### src/rtl/regfile_pkg.sv
// -----------------------------------------------------------------------------
// regfile_pkg
// Shared types and constants for the multi-port register file:
//   - default register count / widths / port counts
//   - ZERO_REG: the hard-wired zero register index
//   - dump_state_t: state encoding of the dump streamer
// -----------------------------------------------------------------------------
package regfile_pkg;

   localparam int DEF_NUM_REGS = 32;
   localparam int DEF_ADDR_W   = 5;
   localparam int DEF_DATA_W   = 32;
   localparam int DEF_NUM_RD   = 2;
   localparam int DEF_NUM_WR   = 2;

   // Index of the register that always reads as zero and ignores writes.
   localparam int ZERO_REG = 0;

   typedef enum logic {
      IDLE   = 1'b0,
      STREAM = 1'b1
   } dump_state_t;

endpackage

### src/rtl/regfile_dump_fsm.sv
// -----------------------------------------------------------------------------
// regfile_dump_fsm
// Valid/ready streamer that walks every register index once per dump request.
// Ports:
//   clk, rst_n    clock, asynchronous active-low reset
//   start_i       one-cycle dump request, honoured only in IDLE
//   ready_i       consumer accepts the current beat
//   word_i        contents of register idx_o, supplied by the array
//   valid_o       beat valid (high throughout STREAM)
//   idx_o         register index of the current beat
//   data_o        beat data (combinational pass-through of word_i)
//   done_o        one-cycle pulse after the last beat has transferred
// -----------------------------------------------------------------------------
module regfile_dump_fsm
   import regfile_pkg::*;
#(
   parameter int NUM_REGS = DEF_NUM_REGS,
   parameter int ADDR_W   = DEF_ADDR_W,
   parameter int DATA_W   = DEF_DATA_W
) (
   input  logic              clk,
   input  logic              rst_n,
   input  logic              start_i,
   input  logic              ready_i,
   input  logic [DATA_W-1:0] word_i,
   output logic              valid_o,
   output logic [ADDR_W-1:0] idx_o,
   output logic [DATA_W-1:0] data_o,
   output logic              done_o
);

   localparam logic [ADDR_W-1:0] LAST_IDX = ADDR_W'(NUM_REGS - 1);

   dump_state_t       state_q, state_d;
   logic [ADDR_W-1:0] idx_q,   idx_d;
   logic              done_q,  done_d;

   // NOTE: every variable driven here gets a default before the case, so no
   // path leaves it unassigned and no latch is inferred.
   always_comb begin
      state_d = state_q;
      idx_d   = idx_q;
      done_d  = 1'b0;
      unique case (state_q)
         IDLE: begin
            if (start_i) begin
               state_d = STREAM;
               idx_d   = '0;
            end
         end
         STREAM: begin
            // start_i is deliberately not looked at here.
            if (ready_i) begin
               if (idx_q == LAST_IDX) begin
                  state_d = IDLE;
                  idx_d   = '0;
                  done_d  = 1'b1;
               end else begin
                  idx_d = idx_q + ADDR_W'(1);
               end
            end
         end
         default: begin
            state_d = IDLE;
            idx_d   = '0;
         end
      endcase
   end

   // NOTE: state registers use non-blocking assignments so every flop samples
   // the pre-edge values of its neighbours.
   always_ff @(posedge clk or negedge rst_n) begin
      if (!rst_n) begin
         state_q <= IDLE;
         idx_q   <= '0;
         done_q  <= 1'b0;
      end else begin
         state_q <= state_d;
         idx_q   <= idx_d;
         done_q  <= done_d;
      end
   end

   assign valid_o = (state_q == STREAM);
   assign idx_o   = idx_q;
   assign data_o  = word_i;
   assign done_o  = done_q;

endmodule

### src/rtl/regfile_mp.sv
// -----------------------------------------------------------------------------
// regfile_mp
// Multi-port register file with registered reads, prioritised writes,
// write-to-read bypass, a hard-wired zero register and a dump streamer.
// Ports:
//   clk, rst_n   clock, asynchronous active-low clear of all state
//   rs           NUM_RD read addresses, port i at [i*ADDR_W +: ADDR_W]
//   rd_data      NUM_RD registered read words, packed like rs
//   we           NUM_WR write enables
//   waddr        NUM_WR write addresses
//   wdata        NUM_WR write words
//   dump_start   begin a dump (ignored while one is running)
//   dump_valid   dump beat valid
//   dump_ready   consumer accepts the dump beat
//   dump_idx     register index of the current beat
//   dump_data    current contents of register dump_idx
//   dump_done    one-cycle pulse after the final beat
// When several write ports hit the same register, the highest index wins.
// -----------------------------------------------------------------------------
module regfile_mp
   import regfile_pkg::*;
#(
   parameter int NUM_REGS = DEF_NUM_REGS,
   parameter int ADDR_W   = DEF_ADDR_W,
   parameter int DATA_W   = DEF_DATA_W,
   parameter int NUM_RD   = DEF_NUM_RD,
   parameter int NUM_WR   = DEF_NUM_WR
) (
   input  logic                     clk,
   input  logic                     rst_n,
   input  logic [NUM_RD*ADDR_W-1:0] rs,
   output logic [NUM_RD*DATA_W-1:0] rd_data,
   input  logic [NUM_WR-1:0]        we,
   input  logic [NUM_WR*ADDR_W-1:0] waddr,
   input  logic [NUM_WR*DATA_W-1:0] wdata,
   input  logic                     dump_start,
   output logic                     dump_valid,
   input  logic                     dump_ready,
   output logic [ADDR_W-1:0]        dump_idx,
   output logic [DATA_W-1:0]        dump_data,
   output logic                     dump_done
);

   localparam logic [ADDR_W-1:0] ZERO_ADDR = ADDR_W'(ZERO_REG);

   logic [DATA_W-1:0]        regs_q [NUM_REGS];
   logic [DATA_W-1:0]        regs_d [NUM_REGS];
   logic [NUM_RD*DATA_W-1:0] rd_data_q, rd_data_d;
   logic [ADDR_W-1:0]        rd_addr [NUM_RD];
   logic [DATA_W-1:0]        rd_word [NUM_RD];
   logic [ADDR_W-1:0]        dump_idx_w;
   logic [DATA_W-1:0]        dump_word;

   // Write path. Writes to the zero register are dropped, so regs_q[0] stays
   // at its reset value of zero forever.
   always_comb begin
      regs_d = regs_q;
      // NOTE: blocking assignments in a loop evaluate in order, so a later
      // (higher-index) port overwrites an earlier one on an address clash.
      for (int j = 0; j < NUM_WR; j++) begin
         if (we[j] && (waddr[j*ADDR_W +: ADDR_W] != ZERO_ADDR)) begin
            regs_d[waddr[j*ADDR_W +: ADDR_W]] = wdata[j*DATA_W +: DATA_W];
         end
      end
   end

   // Read path with bypass: a same-cycle write to the read address forwards
   // its data, using the same port priority as the array update.
   always_comb begin
      rd_data_d = '0;
      for (int i = 0; i < NUM_RD; i++) begin
         rd_addr[i] = rs[i*ADDR_W +: ADDR_W];
         rd_word[i] = regs_q[rd_addr[i]];
         for (int j = 0; j < NUM_WR; j++) begin
            if (we[j] && (waddr[j*ADDR_W +: ADDR_W] == rd_addr[i])) begin
               rd_word[i] = wdata[j*DATA_W +: DATA_W];
            end
         end
         if (rd_addr[i] == ZERO_ADDR) begin
            rd_word[i] = '0;
         end
         rd_data_d[i*DATA_W +: DATA_W] = rd_word[i];
      end
   end

   // NOTE: the register array is cleared by the asynchronous reset because
   // the architecture requires every register to read zero after a clear;
   // this keeps it in flops rather than a RAM macro.
   always_ff @(posedge clk or negedge rst_n) begin
      if (!rst_n) begin
         for (int r = 0; r < NUM_REGS; r++) begin
            regs_q[r] <= '0;
         end
         rd_data_q <= '0;
      end else begin
         regs_q    <= regs_d;
         rd_data_q <= rd_data_d;
      end
   end

   assign rd_data = rd_data_q;

   // Dump read port: purely combinational from committed state.
   assign dump_word = (dump_idx_w == ZERO_ADDR) ? '0 : regs_q[dump_idx_w];

   regfile_dump_fsm #(
      .NUM_REGS (NUM_REGS),
      .ADDR_W   (ADDR_W),
      .DATA_W   (DATA_W)
   ) u_dump_fsm (
      .clk     (clk),
      .rst_n   (rst_n),
      .start_i (dump_start),
      .ready_i (dump_ready),
      .word_i  (dump_word),
      .valid_o (dump_valid),
      .idx_o   (dump_idx_w),
      .data_o  (dump_data),
      .done_o  (dump_done)
   );

   assign dump_idx = dump_idx_w;

endmodule

### config.mk
export PLATFORM = sky130hd
export DESIGN_NAME = regfile_mp
export DESIGN_NICKNAME = d
export VERILOG_FILES = /design/src/rtl/regfile_pkg.sv /design/src/rtl/regfile_dump_fsm.sv /design/src/rtl/regfile_mp.sv
export SDC_FILE = /design/constraint.sdc
export NUM_CORES = 2
export LEC_CHECK = 0
export BUFFER_PORTS_ARGS = -buffer_cell sky130_fd_sc_hd__clkbuf_2
export CAP_MARGIN = 20
export CORE_AREA = 4 4 541 543
export CTS_CLUSTER_SIZE = 28
export DETAILED_ROUTE_END_ITERATION = 7
export DIE_AREA = 0 0 545 547
export MAX_ROUTING_LAYER = met4
export PLACE_DENSITY = 0.49
export RECOVER_POWER = 50
export SYNTH_ARGS = -nofsm -noshare
export SYNTH_HDL_FRONTEND = slang
export SYNTH_HIERARCHICAL = 1
export SYNTH_SLANG_ARGS = --single-unit
### constraint.sdc
create_clock -name clk -period 3.8 [get_ports clk]
set_input_delay 0.57 -clock clk [delete_from_list [all_inputs] [get_ports clk]]
set_output_delay 0.57 -clock clk [all_outputs]
set_load 0.02 [all_outputs]
==> impl_results.html <==
<table>
<tr><th>Metric</th><th>Value</th></tr>
<tr><th colspan="2">Pwr</th></tr>
<tr><td>Power density cells</td><td>627.3 nW/um2</td></tr>
<tr><td>Worst ir drop on vdd</td><td>0.4652 mV</td></tr>
<tr><td>Static leakage</td><td>34.53 nW</td></tr>
<tr><td>Sum of internal, switching and leakage power</td><td>54.30 mW</td></tr>
<tr><th colspan="2">Route</th></tr>
<tr><td>Via count</td><td>64,400</td></tr>
<tr><td>Starting DRC count in detailed routing</td><td>9,157</td></tr>
<tr><td>First-pass DRT Iterations</td><td>8</td></tr>
<tr><td>Routed WL</td><td>388,900 um</td></tr>
<tr><td>DRC</td><td>1</td></tr>
<tr><td>Remaining number of nets flagged by the antenna check after routing</td><td>0</td></tr>
<tr><td>Routed wire per std cell</td><td>36.73 um</td></tr>
<tr><td>Average vias per placed instance</td><td>roughly 6.1</td></tr>
<tr><th colspan="2">STA</th></tr>
<tr><td>Setup slack after layout</td><td>-0.08908 ns</td></tr>
<tr><td>Setup Skew</td><td>0.03191 ns</td></tr>
<tr><td>Max-Slew Margin vs Limit</td><td>-0.7974</td></tr>
<tr><td>Post-layout minimum cycle time</td><td>3.889 ns</td></tr>
<tr><td>Setup TNS after final layout</td><td>-0.6812 ns</td></tr>
<tr><td>Final-report hold violation count</td><td>0</td></tr>
<tr><td>Max-slew violations</td><td>~560</td></tr>
<tr><td>Transition time of the tightest slew-check pin</td><td>2.696 ns</td></tr>
<tr><td>Worst Hold Margin</td><td>0.05326 ns</td></tr>
<tr><td>Endpoints failing setup</td><td>16</td></tr>
<tr><td>Setup repair after global routing missed its margin</td><td>true</td></tr>
<tr><td>Final period utilization</td><td>1.023</td></tr>
<tr><td>Fmax</td><td>about 260 MHz</td></tr>
<tr><th colspan="2">Clock network</th></tr>
<tr><td>Clock root cell</td><td>sky130_fd_sc_hd__clkbuf_16</td></tr>
<tr><td>TritonCTS clock tree</td><td>done</td></tr>
<tr><td>Clock-pin transition on the worst setup and hold timing paths</td><td>about 0.070 ns</td></tr>
<tr><td>Clock insertion delay at the later pin of the skew report</td><td>0.77 ns</td></tr>
<tr><td>Deepest level of the CTS H-tree</td><td>3</td></tr>
<tr><td>CTS Buf Count</td><td>between 100 and 150</td></tr>
<tr><td>Clock sink count</td><td>~1,100</td></tr>
<tr><td>Maximum buffer depth of the clock tree</td><td>3</td></tr>
<tr><th colspan="2">Logic synthesis</th></tr>
<tr><td>Syn Area/Cell</td><td>between 10 and 15 um2</td></tr>
<tr><td>Synth unique cells</td><td>between 60 and 70</td></tr>
<tr><td>Top cell type by total area after synthesis</td><td>sky130_fd_sc_hd__dfrtp_1</td></tr>
<tr><td>Synthesized net count</td><td>6,936</td></tr>
<tr><td>Post-synth EDFFs</td><td>0</td></tr>
<tr><td>Seq/Total Area, Yosys</td><td>0.3678</td></tr>
<tr><td>Total of flip-flops plus latches after synthesis</td><td>~1,100</td></tr>
<tr><td>Synth top area share</td><td>0.3678</td></tr>
<tr><td>Leading register cell type out of synthesis</td><td>sky130_fd_sc_hd__dfrtp_1</td></tr>
<tr><td>Gate Count Post-Synth</td><td>roughly 7,000</td></tr>
<tr><td>Proportion of synthesized flip-flops having asynchronous set or reset</td><td>1.000</td></tr>
<tr><td>Synth area leaders</td><td>sky130_fd_sc_hd__dfrtp_1 37%, sky130_fd_sc_hd__mux4_2 22%, sky130_fd_sc_hd__mux2i_1 15%</td></tr>
<tr><td>Netlist Area Pre-Place</td><td>74,490 um2</td></tr>
<tr><td>Synth warn</td><td>6</td></tr>
<tr><th colspan="2">Placed design</th></tr>
<tr><td>Final weighted congestion in routability-driven placement</td><td>approximately 0.9</td></tr>
<tr><td>Cell area reported after detailed placement</td><td>just over 80,000 um2</td></tr>
<tr><td>Minimum setup slack after placement</td><td>0.1430 ns</td></tr>
<tr><td>Number of buffers inserted by port buffering</td><td>between 150 and 200</td></tr>
<tr><td>Half-perimeter wire length of the detailed placement result</td><td>231,000 um</td></tr>
<tr><th colspan="2">Floorplan</th></tr>
<tr><td>Core Footprint</td><td>287,700 um2</td></tr>
<tr><td>Die footprint</td><td>slightly below 300,000 um2</td></tr>
<tr><td>Die Span Y</td><td>547 um</td></tr>
<tr><td>Number of placement rows</td><td>197</td></tr>
<tr><td>Initial standard-cell utilization of the core</td><td>0.2590</td></tr>
<tr><td>DIE WIDTH</td><td>545 um</td></tr>
<tr><td>Total I/O pin count</td><td>193</td></tr>
<tr><th colspan="2">Cells and area</th></tr>
<tr><td>Area Growth Syn to Fin</td><td>16.20%</td></tr>
<tr><td>Final net count</td><td>6,754</td></tr>
<tr><td>Most common library cell in the layout ignoring fill and taps</td><td>sky130_fd_sc_hd__dfrtp_1</td></tr>
<tr><td>Proportion of layout cells with a drive suffix above 1</td><td>0.2510</td></tr>
<tr><td>Most frequent cells in the layout</td><td>1,090 x sky130_fd_sc_hd__dfrtp_1, 1,088 x sky130_fd_sc_hd__mux2i_1, 718 x sky130_fd_sc_hd__mux4_2</td></tr>
<tr><td>Final instance area</td><td>86,560 um2</td></tr>
<tr><th colspan="2">Worst setup path</th></tr>
<tr><td>CP max stage cell</td><td>sky130_fd_sc_hd__dfrtp_4</td></tr>
<tr><td>Max stage delay on crit path</td><td>0.51 ns</td></tr>
<tr><td>Data arrival at the endpoint of the critical path</td><td>roughly 3.3 ns</td></tr>
<tr><td>Worst-path maximum fanout</td><td>7</td></tr>
<tr><td>Nature of the critical path startpoint</td><td>flop</td></tr>
<tr><td>Cell-by-cell trace of the critical path</td><td>buf_12, buf_16, buf_12, buf_16, buf_12, mux4_2, mux4_2, nand2_2, o21ai_4, buf_8</td></tr>
<tr><td>Cell mode on critical path</td><td>sky130_fd_sc_hd__buf_12</td></tr>
<tr><td>CP Capture Type</td><td>output pin</td></tr>
<tr><td>Category of the most critical setup path</td><td>flop to output pin</td></tr>
<tr><td>Required time worst endpoint</td><td>3.23 ns</td></tr>
<tr><td>Number of buffers and inverters on the critical path</td><td>6</td></tr>
<tr><td>Largest delay share family, worst path</td><td>buffers and inverters</td></tr>
<tr><th colspan="2">Global route</th></tr>
<tr><td>Remaining Overflow, GRT</td><td>0</td></tr>
<tr><td>Number of global-route vias before repair</td><td>slightly above 60,000</td></tr>
<tr><td>Antenna violations before repair</td><td>50</td></tr>
<tr><td>First-pass GRT wire length</td><td>529,500 um</td></tr>
<tr><td>Pin count of the biggest net entering global routing</td><td>115</td></tr>
<tr><td>All-layer global routing usage</td><td>0.2596</td></tr>
<tr><th colspan="2">Flow run</th></tr>
<tr><td># Max-Cap Violations</td><td>12</td></tr>
<tr><th colspan="2">Status</th></tr>
<tr><td>Failing checks</td><td>design-rule violations, max-capacitance violations, max-slew violations, negative setup slack</td></tr>
<tr><td>Run status</td><td>complete, but fails checks</td></tr>
<tr><th colspan="2">Worst hold path</th></tr>
<tr><td>HP Class</td><td>input pin to flop</td></tr>
</table>
-- synth_stat cells (17+ instances only) --
cell                        count
sky130_fd_sc_hd__o32ai_1       26
sky130_fd_sc_hd__a22oi_1       45
sky130_fd_sc_hd__nor2_1       710
sky130_fd_sc_hd__clkbuf_1     624
sky130_fd_sc_hd__o221ai_1      53
sky130_fd_sc_hd__dfrtp_1     1095
sky130_fd_sc_hd__buf_1         61
sky130_fd_sc_hd__a32oi_1      178
sky130_fd_sc_hd__inv_1         47
sky130_fd_sc_hd__clkbuf_2      26
sky130_fd_sc_hd__a221oi_1      36
sky130_fd_sc_hd__a211oi_1      34
sky130_fd_sc_hd__a21o_1        17
sky130_fd_sc_hd__nand2_1      418
sky130_fd_sc_hd__o21ai_0      415
sky130_fd_sc_hd__buf_4         88
sky130_fd_sc_hd__o22ai_1       72
sky130_fd_sc_hd__a2111oi_0     30
sky130_fd_sc_hd__a22o_1        58
sky130_fd_sc_hd__mux4_2       718
sky130_fd_sc_hd__mux2_2        36
sky130_fd_sc_hd__mux2i_1     1088
sky130_fd_sc_hd__a21oi_1      662
sky130_fd_sc_hd__buf_2        139
-- cell families after synthesis --
| kind of cell | after synthesis | synth area share |
|---|---|---|
| simple gates | 1221 | 0.06490 |
| xor+xnor | 20 | 0.002352 |
| fa+ha+maj | 3 | 0.0005040 |
| buf+inv | 993 | 0.05795 |
| mux | 1844 | 0.3691 |
| compound gates | 1667 | 0.1374 |
| flops | 1095 | 0.3678 |
-- registers in the layout, indices dropped and copies added, names as in the netlist --
| register | count |
|---|---|
| rd_data | 64 |
| u_dump_fsm/valid_o | 1 |
| u_dump_fsm/done_o | 1 |
| regs_q | 1024 |
| u_dump_fsm/idx_o | 5 |
-- repair_timing --
item                       CTS  global route
gates cloned                20             2
setup buffers               32            10
setup endpoints to repair   32            27
hold endpoints to repair    23             0
gates resized for setup    118            82
hold buffers                 1             0
pin swaps                    0             1
-- layout make-up --
| type | count | area [um2] |
|---|---|---|
| Fill cell | 28940 | 201100 |
| Multi-Input combinational cell | 4755 | 43470 |
| Sequential cell | 1095 | 27420 |
| Timing Repair Buffer | 642 | 6623 |
| Tap cell | 3781 | 4731 |
| Clock buffer | 169 | 3407 |
| Clock inverter | 48 | 609.3 |
| Inverter | 48 | 180.2 |
| Antenna cell | 51 | 127.6 |
-- final timing paths --
path                                                 start                               to  slack, ns  cells after the start
setup / recovery           u_dump_fsm/idx_o[0]$_DFFE_PN0P_                     dump_data[2]      -0.09                     10
hold / removal                                  dump_start  u_dump_fsm/idx_o[1]$_DFFE_PN0P_       0.05                      2
setup reg to reg                       regs_q[3]$_DFF_PN0_            rd_data[35]$_DFF_PN0_       1.31                      5
hold reg to reg                     regs_q[1019]$_DFF_PN0_           regs_q[1019]$_DFF_PN0_       0.42                      0
max in group asynchronous                            rst_n            rd_data[31]$_DFF_PN0_       0.24                      3
min in group asynchronous                            rst_n             regs_q[66]$_DFF_PN0_       0.79                      2
-- stage by stage --
step | util | std cells
4_1_cts | 0.3007 | 10530
2_1_floorplan | - | 6843
5_1_grt | 0.3008 | 10580
6_report | 0.3009 | 10590
3_5_place_dp | 0.2822 | 10260
3_3_place_gp | 0.2821 | 10260
-- report_power, final --
| part | switching [mW] | internal [mW] |
|---|---|---|
| Clock | 5.53 | 7.03 |
| Sequential | 3.73 | 14.7 |
| Combinational | 11.5 | 11.9 |
| Total | 20.7 | 33.6 |
-- metal layers --
metal / routed length (um) / vias up / GRT usage
met5: 0 / - / -
met4: 34030 / 0 / 0.1883
met3: 42320 / 1406 / 0.07762
met2: 170900 / 4742 / 0.3787
met1: 141700 / 32680 / 0.3027
li1: - / 25570 / -
No activity file was read; power rests on OpenSTA's default activity.
